File: src/rtl/traffic_phase_sched.sv
// traffic_phase_sched: two-street signal controller with actuated greens, max-green yield and pedestrian walk phase
module traffic_phase_sched #(
  parameter int MIN_GREEN = 4,
  parameter int MAX_GREEN = 12,
  parameter int YELLOW_T  = 3,
  parameter int ALLRED_T  = 1,
  parameter int PED_T     = 6
) (
  input  logic       clk,
  input  logic       rst,
  input  logic       ta,
  input  logic       tb,
  input  logic       ped_req,
  output logic [1:0] la,
  output logic [1:0] lb,
  output logic       walk,
  output logic [2:0] phase
);
  localparam int M1 = MIN_GREEN > MAX_GREEN ? MIN_GREEN : MAX_GREEN;
  localparam int M2 = M1 > YELLOW_T ? M1 : YELLOW_T;
  localparam int M3 = M2 > ALLRED_T ? M2 : ALLRED_T;
  localparam int MX = M3 > PED_T ? M3 : PED_T;
  localparam int TW = MX > 1 ? $clog2(MX) : 1;
  localparam logic [TW-1:0] T_MING = TW'(MIN_GREEN - 1);
  localparam logic [TW-1:0] T_MAXG = TW'(MAX_GREEN - 1);
  localparam logic [TW-1:0] T_YEL  = TW'(YELLOW_T - 1);
  localparam logic [TW-1:0] T_AR   = TW'(ALLRED_T - 1);
  localparam logic [TW-1:0] T_PED  = TW'(PED_T - 1);
  localparam logic [1:0] GRN = 2'b00, YEL = 2'b01, RED = 2'b10;
  typedef enum logic [2:0] {A_GRN, A_YEL, AR_AB, PED_AB, B_GRN, B_YEL, AR_BA, PED_BA} state_t;
  state_t state, nxt;
  logic [TW-1:0] tmr;
  logic ped_pend;
  logic in_ped, to_ped;
  // next-state decision: greens yield on opposing demand or pending walk, timed phases exit on their terminal count
  always_comb begin
    nxt = state;
    case (state)
      A_GRN:  nxt = (tmr >= T_MING && (tb || ped_pend) && (!ta || tmr >= T_MAXG)) ? A_YEL : A_GRN;
      A_YEL:  nxt = tmr == T_YEL ? AR_AB : A_YEL;
      AR_AB:  nxt = tmr == T_AR ? (ped_pend ? PED_AB : B_GRN) : AR_AB;
      PED_AB: nxt = tmr == T_PED ? B_GRN : PED_AB;
      B_GRN:  nxt = (tmr >= T_MING && (ta || ped_pend) && (!tb || tmr >= T_MAXG)) ? B_YEL : B_GRN;
      B_YEL:  nxt = tmr == T_YEL ? AR_BA : B_YEL;
      AR_BA:  nxt = tmr == T_AR ? (ped_pend ? PED_BA : A_GRN) : AR_BA;
      default: nxt = tmr == T_PED ? A_GRN : PED_BA;
    endcase
  end
  // Moore output decode straight from the state register
  always_comb begin
    in_ped = state == PED_AB || state == PED_BA;
    to_ped = (nxt == PED_AB || nxt == PED_BA) && !in_ped;
    la     = state == A_GRN ? GRN : state == A_YEL ? YEL : RED;
    lb     = state == B_GRN ? GRN : state == B_YEL ? YEL : RED;
    walk   = in_ped;
    phase  = state;
  end
  // state, saturating dwell timer and pedestrian latch; a request arriving on the entry cycle is kept for the next walk
  always_ff @(posedge clk or negedge rst) begin
    if (!rst) begin
      state    <= A_GRN;
      tmr      <= '0;
      ped_pend <= 1'b0;
    end else begin
      state    <= nxt;
      tmr      <= nxt != state ? '0 : tmr == T_MAXG ? tmr : tmr + 1'b1;
      ped_pend <= to_ped ? ped_req : in_ped ? ped_pend : ped_pend | ped_req;
    end
  end
endmodule

File: config.mk
export PLATFORM = sky130hd
export DESIGN_NAME = traffic_phase_sched
export DESIGN_NICKNAME = d
export VERILOG_FILES = /design/src/rtl/traffic_phase_sched.sv
export SDC_FILE = /design/constraint.sdc
export NUM_CORES = 1
export LEC_CHECK = 0
export ABC_AREA = 1
export ABC_CLOCK_PERIOD_IN_PS = 1700
export BUFFER_PORTS_ARGS = -buffer_cell sky130_fd_sc_hd__buf_4
export CAP_MARGIN = 20
export CORE_AREA = 2 2 44 46
export DETAILED_ROUTE_END_ITERATION = 6
export DIE_AREA = 0 0 46 48
export GPL_TIMING_DRIVEN = 0
export PLACE_DENSITY = 0.62
export SYNTH_ARGS = -nofsm -noshare
export SYNTH_HDL_FRONTEND = slang
export SYNTH_SLANG_ARGS = --single-unit
File: constraint.sdc
create_clock -name clk -period 1.7 [get_ports clk]
set_clock_uncertainty 0.2 [all_clocks]
set_input_delay 0.17 -clock clk [delete_from_list [all_inputs] [get_ports clk]]
set_output_delay 0.17 -clock clk [all_outputs]
set_load 0.02 [all_outputs]
=== Word-level counts from Yosys, hierarchy flattened ===
Index checks and enable logic that the tools add are counted.

* Bits in registers: 8
* Bits in latches: 0
* Bits in writable memories: 0
* Memory bits (read-only): 0
* Input port bits: 5
* Logic and storage cells: 57
* Memories kept: 0

* $add $sub $neg: 1
* Multiply operators: 0
* Div/mod/pow operators: 0
* $lt $le $gt $ge: 2
* Equal/unequal tests: 15
* Shift operators: 0
* Mux-type cells: 19
* Bitwise operators: 1
* Reductions and logical operators: 16

{| class="wikitable"
|+ Operators with widths
! operator !! number
|-
| $pmux W3 S7 || 1
|-
| $mux W3 || 6
|-
| $eq A3 B3 Y1 const B || 5
|-
| $mux W2 || 6
|-
| $eq A3 B2 Y1 const B || 3
|-
| $mux W4 || 2
|-
| $logic_or A1 B1 Y1 || 6
|-
| $logic_and A1 B1 Y1 || 5
|-
| $add A4 B1 Y4 const B || 1
|-
| $eq A4 B2 Y1 const B || 1
|-
| $eq A4 B3 Y1 const B || 1
|-
| $eq A4 B4 Y1 const B || 1
|-
| $ge A4 B2 Y1 const B || 1
|-
| $ge A4 B4 Y1 const B || 1
|-
| $logic_not A4 Y1 || 1
|-
| $mux W1 || 4
|-
| $eq A3 B1 Y1 const B || 1
|-
| $logic_not A1 Y1 || 3
|-
| $logic_not A3 Y1 || 1
|-
| $ne A3 B3 Y1 || 1
|-
| $ne A2 B1 Y1 const B || 1
|-
| $ne A2 B2 Y1 const B || 1
|-
| $or A1 B1 Y1 || 1
|}

=== Logic depth before layout (Yosys ltp) ===
Gate-level depths: netlist of run 1.

* Depth in word-level cells: 9
* Mapped depth: 12
* Gate-level depth less buffers: 12

=== Worst setup path after synthesis of run 1 ===
Ideal clock, no wire load.

* Path type: reg2out
* Start: register state[0] (netlist: phase[0])
* End: output port la[1]
* Arrival time: 1,363 ps
* Data required time: 1,330 ps
* Slack: -33 ps
* Cell stages (with the launch flop): 7
* Buffers on the path: 0
* Cell sequence: dfrtp_1 > inv_2 > nor2_1 > inv_1 > nor2_1 > or2_2 > inv_1

* Word-level cells in the longest chain between the ends: 3
* Elaborated cells between the ends (all ways): 4

{| class="wikitable"
|+ RTL lines
! what !! line !! text
|-
| from (decl) || 31 || <nowiki>state_t state, nxt;</nowiki>
|-
| from (signal assigned) || 65 || <nowiki>state <= nxt;</nowiki>
|-
| $eq A3 B1 Y1 || 53 || <nowiki>la = state == A_GRN ? GRN : state == A_YEL ? YEL : RED;</nowiki>
|-
| $mux W2 || 53 ||
|-
| $mux W2 (*) || 53 ||
|-
| to (decl) || 14 || <nowiki>output logic [1:0] la,</nowiki>
|}

Mark *: on every way between the ends. The rest lies on a longest branch, timed or not.

=== Worst setup path in the final report of run 1 ===
* Start: register tmr[0]
* End: register tmr[0]

* Word-level cells in the longest chain between the ends: 7
* Elaborated cells between the ends (all ways): 26

{| class="wikitable"
|+ RTL lines
! what !! line !! text
|-
| from (decl) || 32 || <nowiki>logic [TW-1:0] tmr;</nowiki>
|-
| from (signal assigned) || 66 || <nowiki>tmr <= nxt != state ? '0 : tmr == T_MAXG ? tmr : tmr + 1'b1;</nowiki>
|-
| $ge A4 B2 Y1 or $ge A4 B4 Y1 (tied branches) || 39, 43 ||
|-
| $logic_and A1 B1 Y1, or another cell as far along || 43 || <nowiki>B_GRN: nxt = (tmr >= T_MING && (ta || ped_pend) && (!tb || tmr >= T_MAXG)) ? B_YEL : B_GRN;</nowiki>
|-
| $logic_and A1 B1 Y1 (on tied branches) || 43, 39 ||
|-
| $mux W1 (on tied branches) || 43, 39 ||
|-
| $pmux W3 S7 || 38 || <nowiki>case (state)</nowiki>
|-
| $ne A3 B3 Y1 || 66 ||
|-
| $ne A2 B2 Y1 (no source line) or $mux W4 (tied branches) || - ||
|}

Several ways; a longest one is shown, not always the timed one. The select of a mux whose other input is x is not followed.
A chain may end at the register's enable or synchronous reset.

==> results of run 1 <==
flip-flops by register name, summed over array words and instances (netlist names):
| name | count |
|---|---|
| phase | 3 |
| tmr | 4 |
| ped_pend | 1 |
metrics by stage:
stage / setup TNS [ns] / hold WS [ns]
finish: -0.316 / 0.0797
global route: -0.889 / 0.0780
CTS: -0.0254 / 0.0675
detailed placement: -0.440 / -0.209
global placement: -0.377 / -0.210
floorplan: 0 / -0.326
cell type report:
cell class	instances	area [um^2]
clock buffer	3	22.5
fill	144	682
sequential	8	205
tap	17	21.3
buffer	2	18.8
inverter	19	73.8
timing repair buffer	25	196
multi-input combinational	64	469
worst max-delay path by stage:
stage	slack [ns]	endpoint
3_5_place_dp	-0.12	tmr[2]
4_1_cts	-0.01	tmr[0]
5_1_grt	-0.17	tmr[0]
2_1_floorplan	0.06	tmr[2]
3_3_place_gp	-0.1	tmr[3]
6_report	-0.08	tmr[0]
cell families (layout without fill, tap and decap cells):
logic type,after synthesis,in the layout,synth area share [%]
adders and majority gates,4,4,7.62
DFF,8,8,30.5
xor gates and xnor gates,2,2,2.67
buffers and inverters,21,49,13.7
and+or+nand+nor,47,47,34.5
AOI/OAI and AO/OA,11,11,11.0
cell usage in the layout (no fill, tap or decap), types with 3 or more instances in the layout:
master	netlist	routed
sky130_fd_sc_hd__inv_1	15	10
sky130_fd_sc_hd__dfrtp_1	8	4
sky130_fd_sc_hd__buf_4	1	23
sky130_fd_sc_hd__inv_2	3	7
sky130_fd_sc_hd__nand2_1	17	12
sky130_fd_sc_hd__clkbuf_4	0	3
sky130_fd_sc_hd__nand3_1	4	4
sky130_fd_sc_hd__o21ai_0	3	3
sky130_fd_sc_hd__nor2_2	2	3
sky130_fd_sc_hd__nand2_2	3	7
sky130_fd_sc_hd__nor2_1	14	9
sky130_fd_sc_hd__dfrtp_2	0	4
sky130_fd_sc_hd__nor2_4	0	4
sky130_fd_sc_hd__a21oi_1	4	3
metal layers:
layer / wire length, um / vias to the layer above / share of wire [%] / track usage, %
li1: - / 345 / - / -
met1: 772 / 327 / 46 / 19.7
met2: 810 / 22 / 48 / 23.3
met3: 83 / 2 / 4.9 / 3.02
met4: 25 / 0 / 1.5 / 7.43
met5: 0 / - / 0 / 0
power groups by stage:
stage               combinational [mW]  sequential, mW  clock (mW)
floorplan                        0.679           0.389           0
global placement                 0.977           0.365           0
detailed placement               0.990           0.366           0
CTS                               1.14           0.374       0.144
global route                      1.52           0.406       0.158
finish                            1.39           0.400       0.133
critical path, delay by kind of cell, from the launching register on:
family	cells	cell delay, ns
flip-flops	1	0.46
buffers and inverters	2	0.14
adder cells (fa/ha/maj)	1	0.17
AND/OR/NAND/NOR	9	0.73
repair_timing:
item / CTS / global route
resized for setup: 20 / 15
buffers inserted: 6 / 5
hold endpoints to repair: 9 / 0
gates cloned: 0 / 0
setup endpoints to repair: 6 / 11
hold buffers: 2 / 0
pin swaps: 1 / 7
==> key figures, run 1 <==
Outcome
  • Outcome: finished, violations left
  • Violated checks: negative setup slack

Floorplanning
  • Die Footprint: around 2200 um^2
  • Die height: between 40 and 50 um
  • CORE AREA: 1690 um^2
  • Standard-cell rows: 15
  • Starting utilization of the core area: 38.9%
  • Die extent in x: 46 um
  • Top-Level Pins: 13

Clock tree
  • Maximum count of clock buffers along a single path: 2
  • Maximum level of the CTS H-tree: 1
  • Number of clock sinks: 8
  • Clock transition time at the flip-flop clock pins of the worst setup and hold paths: about 0.05 ns
  • TritonCTS clock tree: built
  • Clock latency of the later-clocked register in the worst-skew pair: 0.24 ns
  • Root Driver: sky130_fd_sc_hd__clkbuf_4
  • TritonCTS Buffers: 3

Synth
  • Count of unique library cells instantiated by Yosys: 24
  • Synth warn: 0
  • Total standard cell area after synthesis: roughly 660 um^2
  • Post-synthesis net count: about 100
  • Most used standard cells in the synthesized netlist: 17 x sky130_fd_sc_hd__nand2_1, 15 x sky130_fd_sc_hd__inv_1, 14 x sky130_fd_sc_hd__nor2_1, 8 x sky130_fd_sc_hd__dfrtp_1
  • Register bit count reported by yosys: 8
  • Post-synth top area cell: sky130_fd_sc_hd__dfrtp_1
  • Leading post-synthesis cells by cell area: sky130_fd_sc_hd__dfrtp_1 30%, sky130_fd_sc_hd__nand2_1 9.7%, sky130_fd_sc_hd__inv_1 8.6%
  • Fraction of synthesized cell area taken by the top area cell type: a little under a third
  • Sequential fraction of the synthesis area: 30.5%
  • Share of async-settable or async-resettable flops after synthesis: between 90% and 100%
  • Number of standard cells after synthesis: 93
  • Number of synthesized flops with an enable pin: 0
  • Synth Area per Inst: 7.06 um^2
  • Library cell with the highest instance count after synthesis: sky130_fd_sc_hd__nand2_1
  • Most common flop cell mapped by yosys: sky130_fd_sc_hd__dfrtp_1

Placement
  • Routability-driven placement congestion ratio: between 0.7 and 0.8
  • Detailed Place HPWL: roughly 1100 um
  • Input/output buffers: 12
  • Worst setup slack after placement: -0.116 ns
  • Post-DP Area: ~770 um^2
  • Cells after DPL: ~120

Finish
  • Net total in the final layout: approximately 130
  • Final std cells w/o fill: ~140
  • Antenna fix cells: 0
  • Final standard cell utilization of the core: 59.6%
  • Total non-filler cell area in the finished layout: 1010 um^2
  • Area growth from synthesis to final layout: 53.3%
  • Fraction of final layout cells with drive strength greater than 1: ~55%

Critical path
  • Source of the worst register-to-register timing path: tmr[0]
  • Worst R2R Setup Slack: -0.08 ns
  • Cell-by-cell listing of the critical path: inv_2 -> ha_2 -> inv_2 -> nor2_4 -> nand2_2 -> nand2_2 -> nor2_2 -> nand3_2 -> nand2_2 -> nand2_2 -> nand3_4 -> nor2_2
  • Worst EP arrival: 1.76 ns
  • Type of origin of the critical path: register
  • Logic depth of the worst register-to-register path: 12
  • Crit path max fanout: 4
  • Worst path most repeated cell: sky130_fd_sc_hd__nand2_2
  • Crit-path max cell delay: 0.46 ns
  • End of the worst register-to-register path: tmr[0]
  • CP Class: reg2reg
  • Crit path required time: 1.67 ns
  • Worst-path cell with the longest stage delay: sky130_fd_sc_hd__dfrtp_2
  • Crit path launch: tmr[0]
  • Kind of end point of the critical path: register

Timing
  • Max frequency: 0.560 GHz
  • Setup violation total in the final timing report: 4
  • Final Hold Viols: 0
  • Post-route clock period utilization: 105%
  • Unrepaired setup endpoints after global routing: yes
  • Transition time of the tightest slew-check pin: approximately 0.27 ns
  • Worst Slack Setup Final: -0.0843 ns
  • Pins over their slew limit: 0
  • Clock period minus worst slack: between 1.5 and 2 ns
  • Worst slew margin: around 80%

Power and ir drop
  • Switching part of the total power: between 40% and 50%
  • Combinational fraction of design power: 72.3%
  • Proportion of power drawn by the clock network: under 10%
  • Internal power summed over all cells: slightly below 1 mW
  • Ratio of total power to cell area: approximately 1900 nW/um^2
  • Share of power burned in registers: approximately a fifth
  • Cell leakage power: a little over 0.5 nW
  • Overall Power: 1.93 mW
  • Largest vdd supply drop: between 0.9 and 1 mV
  • Switching power total: 0.940 mW

Route
  • DRC violations left: 0
  • Routed wire length: approximately 1700 um
  • Vias per cell: slightly above 5
  • DR iter-0 viols: 18
  • Antenna Nets Post-Route: 0
  • TritonRoute pass-1 iters: 4
  • Routed length per placed instance: 12.2 um
  • Via count: about 700

GRT
  • Largest net degree at the start of global routing: 9
  • GRT Resource Usage Total: 15.0%
  • Initial antenna violation count: 0
  • Total overflow reported by the global router: 0
  • Via count of the first global-routing pass: between 500 and 600
  • Global-route wire length before repair: approximately 2300 um

Run
  • Max Cap Violations: 0

Hold path
  • Path type of the worst min-delay path: in2async
No activity file was read; power rests on OpenSTA's default activity.
==> run 2, diff against run 1 <==
--- a/config.mk
+++ b/config.mk
@@ -5,13 +5,13 @@
 export SDC_FILE = /design/constraint.sdc
 export NUM_CORES = 1
 export LEC_CHECK = 0
-export ABC_AREA = 1
+export ABC_AREA = 0
 export ABC_CLOCK_PERIOD_IN_PS = 1700
 export BUFFER_PORTS_ARGS = -buffer_cell sky130_fd_sc_hd__buf_4
 export CAP_MARGIN = 20
-export CORE_AREA = 2 2 44 46
+export CORE_AREA = 2 2 42 44
 export DETAILED_ROUTE_END_ITERATION = 6
-export DIE_AREA = 0 0 46 48
+export DIE_AREA = 0 0 44 46
 export GPL_TIMING_DRIVEN = 0
 export PLACE_DENSITY = 0.62
 export SYNTH_ARGS = -nofsm -noshare
==> key figures, run 2 <==
Finish
  • Fraction of final layout cells with drive strength greater than 1: 39.1% (was 54.5%)
  • Net total in the final layout: 97 (was 132)
  • Most common library cell in the layout ignoring fill and taps: sky130_fd_sc_hd__buf_4 (unchanged)
  • Final standard cell utilization of the core: 52.2% (was 59.6%)
  • Area growth from synthesis to final layout: 42.9% (was 53.3%)
  • Multi-input gate area: 414 um^2 (was 469 um^2)
  • Number of fill cells: 155 (was 144)
  • Highest-count cells in the layout ignoring fill and taps: 16 x sky130_fd_sc_hd__buf_4, 6 x sky130_fd_sc_hd__nor2_1, 6 x sky130_fd_sc_hd__dfrtp_1 (was 23 x sky130_fd_sc_hd__buf_4, 12 x sky130_fd_sc_hd__nand2_1, 10 x sky130_fd_sc_hd__inv_1)
  • Antenna fix cells: 0 (unchanged)
  • Area occupied by registers: 203 um^2 (was 205 um^2)
  • Number of flip-flops under the largest register name: 4 (unchanged)
  • Top reg by flops: tmr (unchanged)

Route
  • Antenna Nets Post-Route: 0 (unchanged)
  • Routed wire length: 1470 um (was 1690 um)
  • Via count: 577 (was 696)
  • Routed length per placed instance: 14.1 um (was 12.2 um)
  • Vias per cell: 5.55 (was 5.04)
  • TritonRoute pass-1 iters: 4 (unchanged)
  • DRC violations left: 0 (unchanged)
  • DR iter-0 viols: 13 (was 18)

Synth
  • Sequential fraction of the synthesis area: 34.0% (was 30.5%)
  • Count of unique library cells instantiated by Yosys: 31 (was 24)
  • Fraction of synthesized cell area taken by the top area cell type: 34.0% (was 30.5%)
  • Post-synthesis net count: 75 (was 102)
  • Synth Area per Inst: 8.93 um^2 (was 7.06 um^2)
  • Number of standard cells after synthesis: 66 (was 93)
  • Library cell with the highest instance count after synthesis: sky130_fd_sc_hd__dfrtp_1 (was sky130_fd_sc_hd__nand2_1)
  • Synth warn: 0 (unchanged)
  • Most common flop cell mapped by yosys: sky130_fd_sc_hd__dfrtp_1 (unchanged)
  • Register bit count reported by yosys: 8 (unchanged)
  • Leading post-synthesis cells by cell area: sky130_fd_sc_hd__dfrtp_1 34%, sky130_fd_sc_hd__ha_1 8.5%, sky130_fd_sc_hd__nor3_1 5.1% (was sky130_fd_sc_hd__dfrtp_1 30%, sky130_fd_sc_hd__nand2_1 9.7%, sky130_fd_sc_hd__inv_1 8.6%)
  • Post-synth top area cell: sky130_fd_sc_hd__dfrtp_1 (unchanged)
  • Share of async-settable or async-resettable flops after synthesis: 100% (unchanged)
  • Number of synthesized flops with an enable pin: 0 (unchanged)
  • Total standard cell area after synthesis: 589 um^2 (was 657 um^2)
  • Most used standard cells in the synthesized netlist: 8 x sky130_fd_sc_hd__dfrtp_1, 7 x sky130_fd_sc_hd__nor2_1, 6 x sky130_fd_sc_hd__nor3_1, 5 x sky130_fd_sc_hd__inv_1 (was 17 x sky130_fd_sc_hd__nand2_1, 15 x sky130_fd_sc_hd__inv_1, 14 x sky130_fd_sc_hd__nor2_1, 8 x sky130_fd_sc_hd__dfrtp_1)

Critical path
  • Top delay family on crit path: compound AO/OA/AOI/OAI gates (was simple AND/OR/NAND/NOR gates)
  • Kind of end point of the critical path: register (unchanged)
  • Crit path max fanout: 5 (was 4)
  • Type of origin of the critical path: register (unchanged)
  • Worst-path cell with the longest stage delay: sky130_fd_sc_hd__a2111o_1 (was sky130_fd_sc_hd__dfrtp_2)
  • Cell-by-cell listing of the critical path: ha_4 -> nor3_2 -> a2111o_1 -> a211oi_4 -> nor3_1 (was inv_2 -> ha_2 -> inv_2 -> nor2_4 -> nand2_2 -> nand2_2 -> nor2_2 -> nand3_2 -> nand2_2 -> nand2_2 -> nand3_4 -> nor2_2)
  • CP Class: reg2reg (unchanged)
  • Crit path required time: 1.63 ns (was 1.67 ns)
  • Total buffers and inverters traversed by the critical path: 0 (was 2)
  • Crit-path max cell delay: 0.45 ns (was 0.46 ns)
  • Worst EP arrival: 1.78 ns (was 1.76 ns)

Floorplanning
  • Die Footprint: 2020 um^2 (was 2210 um^2)
  • Top-Level Pins: 13 (unchanged)
  • Die height: 46 um (was 48 um)
  • Die extent in x: 44 um (was 46 um)
  • Standard-cell rows: 15 (unchanged)
  • CORE AREA: 1610 um^2 (was 1690 um^2)
  • Starting utilization of the core area: 36.5% (was 38.9%)

Clock tree
  • TritonCTS clock tree: built (unchanged)
  • Clock latency of the later-clocked register in the worst-skew pair: 0.26 ns (was 0.24 ns)
  • Maximum level of the CTS H-tree: 1 (unchanged)
  • Maximum count of clock buffers along a single path: 2 (unchanged)
  • Root Driver: sky130_fd_sc_hd__clkbuf_4 (unchanged)
  • TritonCTS Buffers: 3 (unchanged)
  • Number of clock sinks: 8 (unchanged)
  • Clock transition time at the flip-flop clock pins of the worst setup and hold paths: 0.06 ns (was 0.05 ns)

Timing
  • Final Hold Viols: 0 (unchanged)
  • Worst slack on hold paths: 0.0680 ns (was 0.0797 ns)
  • Worst slew margin: 73.0% (was 82.1%)
  • Unrepaired setup endpoints after global routing: yes (unchanged)
  • Transition time of the tightest slew-check pin: 0.404 ns (was 0.268 ns)
  • Setup violation total in the final timing report: 6 (was 4)
  • Pins over their slew limit: 0 (unchanged)
  • Max frequency: 0.541 GHz (was 0.560 GHz)
  • Clock period minus worst slack: 1.85 ns (was 1.78 ns)
  • Worst Slack Setup Final: -0.149 ns (was -0.0843 ns)
  • Post-route clock period utilization: 109% (was 105%)

GRT
  • Total overflow reported by the global router: 0 (unchanged)
  • GRT Resource Usage Total: 16.9% (was 15.0%)
  • Global-route wire length before repair: 2480 um (was 2350 um)
  • Largest net degree at the start of global routing: 11 (was 9)
  • Via count of the first global-routing pass: 569 (was 574)
  • Initial antenna violation count: 0 (unchanged)

Outcome
  • Violated checks: negative setup slack (unchanged)
  • Outcome: finished, violations left (unchanged)

Run
  • Max Cap Violations: 0 (unchanged)

Power and ir drop
  • Cell leakage power: 0.350 nW (was 0.520 nW)
  • Ratio of total power to cell area: 1960 nW/um^2 (was 1910 nW/um^2)
  • Overall Power: 1.65 mW (was 1.93 mW)
  • Largest vdd supply drop: 0.949 mV (was 0.916 mV)

Placement
  • Worst setup slack after placement: -0.167 ns (was -0.116 ns)
  • Input/output buffers: 12 (unchanged)
  • Detailed Place HPWL: 975 um (was 1050 um)
  • Routability-driven placement congestion ratio: 0.815 (was 0.758)

Hold path
  • Path type of the worst min-delay path: in2async (unchanged)
[run 2: cell types whose count changed in the layout (fill, tap and decap cells not counted), sizes merged, moves of 2 or more]
cell   change
nor3       +4
nand3      -6
a31oi      +2
buf        -8
mux2i      +2
inv       -14
nor2       -9
nand2     -18
o21ai      +2
xnor2      +2
[run 2: timing repair]
action	in CTS	in global routing
pin swaps	1	0
gates resized for setup	9	3
cloned	0	0
setup buffers	2	1
endpoints found under the hold margin	9	0
hold buffers	2	0
endpoints found under the setup margin	10	10
[run 2: kinds of logic (layout without fill, tap and decap cells)]
kind of cell               count (synthesis)  in the layout  share of synthesized area [%]
buffers and inverters                      7             28                           5.10
adders and majority gates                  4              4                           8.49
muxes                                      2              2                           3.40
xor gates and xnor gates                   3              3                           4.46
AOI/OAI and AO/OA                         18             18                           22.9
and+or+nand+nor                           24             24                           21.7
DFF                                        8              8                           34.0
[run 2: routing by layer]
layer	wire length (um)	GRT usage [%]	vias to the layer above
met5	0	0	-
met4	0	7.88	0
met2	737	28.8	16
met3	67	3.17	0
met1	660	20.5	279
li1	-	-	282
[run 2: power breakdown]
group / switching (mW) / internal (mW) / total [mW]
clock: 0.0713 / 0.0901 / 0.161
combinational: 0.581 / 0.493 / 1.07
sequential: 0.140 / 0.278 / 0.418
total: 0.792 / 0.862 / 1.65
[run 2: worst paths after layout]
kind	start	end	slack [ns]	cells after the start
worst max-delay path	tmr[0]	tmr[1]	-0.15	5
worst min-delay path	rst	tmr[3]	0.07	2
worst max register to register	tmr[0]	tmr[1]	-0.15	5
worst min register to register	phase[2]	phase[2]	0.37	1
max in group asynchronous	rst	tmr[0]	1.09	2
min in group clk	ta	tmr[2]	0.26	4
[run 2: through the flow]
step | area [um^2] | instances | TNS (ns)
final | 842 | 104 | -0.671
after global routing | 842 | 104 | -1.21
after CTS | 827 | 103 | -0.471
after detailed placement | 722 | 95 | -0.753
after global placement | 722 | 95 | -0.690
after floorplan | 611 | 66 | -0.00779
[run 2: final cells by class]
cell class | count | share of cell area, %
buffer | 2 | 2.67
clock buffer | 4 | 3.12
inverter | 5 | 2.67
multi-input combinational | 51 | 49.2
sequential | 8 | 24.1
tap | 17 | 2.53
timing repair buffer | 17 | 15.8
==> run 3, diff against run 2 <==
--- a/config.mk
+++ b/config.mk
@@ -9,11 +9,11 @@
 export ABC_CLOCK_PERIOD_IN_PS = 1700
 export BUFFER_PORTS_ARGS = -buffer_cell sky130_fd_sc_hd__buf_4
 export CAP_MARGIN = 20
-export CORE_AREA = 2 2 42 44
+export CORE_AREA = 3 3 46 48
 export DETAILED_ROUTE_END_ITERATION = 6
-export DIE_AREA = 0 0 44 46
+export DIE_AREA = 0 0 49 51
 export GPL_TIMING_DRIVEN = 0
-export PLACE_DENSITY = 0.62
+export PLACE_DENSITY = 0.55
 export SYNTH_ARGS = -nofsm -noshare
 export SYNTH_HDL_FRONTEND = slang
 export SYNTH_SLANG_ARGS = --single-unit
==> key figures, run 3 (same netlist as run 2, synthesis figures left out) <==
Finish
  • Antenna fix cells: 0 (unchanged)
  • Net total in the final layout: 101 (was 97)
  • Fraction of final layout cells with drive strength greater than 1: 52.7% (was 39.1%)
  • Area growth from synthesis to final layout: 59.9% (was 42.9%)
  • Area occupied by registers: 204 um^2 (was 203 um^2)
  • Multi-input gate area: 477 um^2 (was 414 um^2)
  • Highest-count cells in the layout ignoring fill and taps: 20 x sky130_fd_sc_hd__buf_4, 5 x sky130_fd_sc_hd__dfrtp_1 (was 16 x sky130_fd_sc_hd__buf_4, 6 x sky130_fd_sc_hd__nor2_1, 6 x sky130_fd_sc_hd__dfrtp_1)
  • Most common library cell in the layout ignoring fill and taps: sky130_fd_sc_hd__buf_4 (unchanged)
  • Number of fill cells: 155 (unchanged)
  • Top reg by flops: tmr (unchanged)
  • Number of flip-flops under the largest register name: 4 (unchanged)

Outcome
  • Violated checks: negative setup slack (unchanged)
  • Outcome: finished, violations left (unchanged)

Critical path
  • Type of origin of the critical path: register (unchanged)
  • Crit path max fanout: 4 (was 5)
  • Top delay family on crit path: flip-flops (was compound AO/OA/AOI/OAI gates)
  • Crit path required time: 1.64 ns (was 1.63 ns)
  • Worst EP arrival: 1.82 ns (was 1.78 ns)
  • Cell-by-cell listing of the critical path: inv_2 -> ha_4 -> and4b_1 -> a311oi_4 -> buf_4 -> buf_4 -> a311o_1 (was ha_4 -> nor3_2 -> a2111o_1 -> a211oi_4 -> nor3_1)
  • CP Class: reg2reg (unchanged)
  • Total buffers and inverters traversed by the critical path: 3 (was 0)
  • Worst R2R Setup Slack: -0.18 ns (was -0.15 ns)
  • Crit-path max cell delay: 0.45 ns (about the same)
  • Worst path most repeated cell: sky130_fd_sc_hd__buf_4
  • Worst-path cell with the longest stage delay: sky130_fd_sc_hd__dfrtp_2 (was sky130_fd_sc_hd__a2111o_1)
  • Kind of end point of the critical path: register (unchanged)

Timing
  • Pins over their slew limit: 0 (unchanged)
  • Worst Slack Setup Final: -0.179 ns (was -0.149 ns)
  • Post-route clock period utilization: 111% (was 109%)
  • Max frequency: 0.532 GHz (was 0.541 GHz)
  • Clock period minus worst slack: 1.88 ns (was 1.85 ns)
  • Transition time of the tightest slew-check pin: 0.361 ns (was 0.404 ns)
  • Setup violation total in the final timing report: 6 (unchanged)
  • Final Hold Viols: 0 (unchanged)
  • Total negative slack: -0.782 ns (was -0.671 ns)
  • Unrepaired setup endpoints after global routing: yes (unchanged)
  • Worst slew margin: 75.9% (was 73.0%)
  • Worst slack on hold paths: 0.0529 ns (was 0.0680 ns)

Hold path
  • Path type of the worst min-delay path: in2async (unchanged)

Placement
  • Routability-driven placement congestion ratio: 0.743 (was 0.815)
  • Input/output buffers: 12 (unchanged)
  • Detailed Place HPWL: 1050 um (was 975 um)

Route
  • Routed length per placed instance: 14.7 um (was 14.1 um)
  • DRC violations left: 0 (unchanged)
  • DR iter-0 viols: 24 (was 13)
  • Vias per cell: 5.13 (was 5.55)
  • Wire length on met2: 824 um (was 737 um)
  • Routed wire length: 1700 um (was 1470 um)
  • Via count: 595 (was 577)
  • Detailed-routing wirelength on met1: 773 um (was 660 um)
  • TritonRoute pass-1 iters: 4 (unchanged)
  • Top routing layer used: met4 (was met3)
  • Antenna Nets Post-Route: 0 (unchanged)
  • Length of routed met3 wiring: 89 um (was 67 um)

Floorplanning
  • Die height: 51 um (was 46 um)
  • CORE AREA: 1750 um^2 (was 1610 um^2)
  • Top-Level Pins: 13 (unchanged)
  • Die extent in x: 49 um (was 44 um)
  • Standard-cell rows: 15 (unchanged)
  • Starting utilization of the core area: 33.8% (was 36.5%)
  • Die Footprint: 2500 um^2 (was 2020 um^2)

Power and ir drop
  • Largest vdd supply drop: 1.07 mV (was 0.949 mV)
  • Ratio of total power to cell area: 2020 nW/um^2 (was 1960 nW/um^2)
  • Combinational fraction of design power: 66.6% (was 65.0%)
  • Share of power burned in registers: 24.4% (was 25.3%)
  • Switching power total: 0.919 mW (was 0.792 mW)
  • Switching part of the total power: 48.3% (was 47.9%)
  • Internal power summed over all cells: 0.982 mW (was 0.862 mW)
  • Proportion of power drawn by the clock network: 9.0% (was 9.8%)
  • Cell leakage power: 0.374 nW (was 0.350 nW)

Clock tree
  • Number of clock sinks: 8 (unchanged)
  • Clock latency of the later-clocked register in the worst-skew pair: 0.27 ns (was 0.26 ns)
  • Clock transition time at the flip-flop clock pins of the worst setup and hold paths: 0.07 ns (was 0.06 ns)
  • TritonCTS Buffers: 3 (unchanged)
  • Maximum level of the CTS H-tree: 1 (unchanged)
  • TritonCTS clock tree: built (unchanged)
  • Maximum count of clock buffers along a single path: 2 (unchanged)
  • Root Driver: sky130_fd_sc_hd__clkbuf_4 (unchanged)

Run
  • Max Cap Violations: 0 (unchanged)

GRT
  • GRT Resource Usage Total: 13.8% (was 16.9%)
  • Via count of the first global-routing pass: 565 (was 569)
  • Initial antenna violation count: 0 (unchanged)
  • Largest net degree at the start of global routing: 11 (unchanged)
  • Total overflow reported by the global router: 0 (unchanged)
  • Global-route wire length before repair: 2670 um (was 2480 um)
==> run 3: stage by stage <==
step                      util [%]  area (um^2)  setup slack (ns)  power (mW)  std cells
after floorplan                  -          611          -0.00297        1.03         66
after global placement        41.9          732            -0.164        1.32        103
after detailed placement      41.9          732            -0.189        1.32        103
after CTS                     49.0          856            -0.155        1.68        113
after global routing          54.0          942            -0.210        2.05        116
final                         54.0          942            -0.179        1.90        116
==> run 3: layout make-up <==
class,count,share of cell area (%)
inverter,5,2.39
timing repair buffer,22,18.5
buffer,1,0.797
clock buffer,4,2.79
tap,25,3.32
sequential,8,21.6
multi-input combinational,51,50.6
==> run 3: worst paths after layout <==
path | from | end | cells after the start
hold / removal | rst | phase[2] | 2
hold reg to reg | phase[2] | phase[2] | 1
min in group clk | ta | tmr[1] | 4
setup / recovery | tmr[1] | phase[0] | 7
max in group asynchronous | rst | tmr[0] | 2
setup reg to reg | tmr[1] | phase[0] | 7
==> run 3: power by group through the flow <==
stage          registers, mW  clock network (mW)  logic [mW]
4_1_cts                0.440               0.180        1.06
5_1_grt                0.480               0.191        1.38
6_report               0.464               0.172        1.27
3_5_place_dp           0.412                   0       0.904
2_1_floorplan          0.427                   0       0.604
3_3_place_gp           0.409                   0       0.911
==> run 3: per-layer routing <==
metal | vias up | GRT usage (%)
met5 | - | 0
met4 | 0 | 1.42
met3 | 2 | 4.66
met2 | 20 | 21.5
met1 | 284 | 19.1
li1 | 289 | -
==> run 3: what timing repair did <==
action                     in CTS  in global routing
pin swaps                       8                  6
hold endpoints to repair        9                  0
setup endpoints to repair      11                 10
resized for setup              11                 13
hold buffers                    2                  0
setup buffers                   6                  3
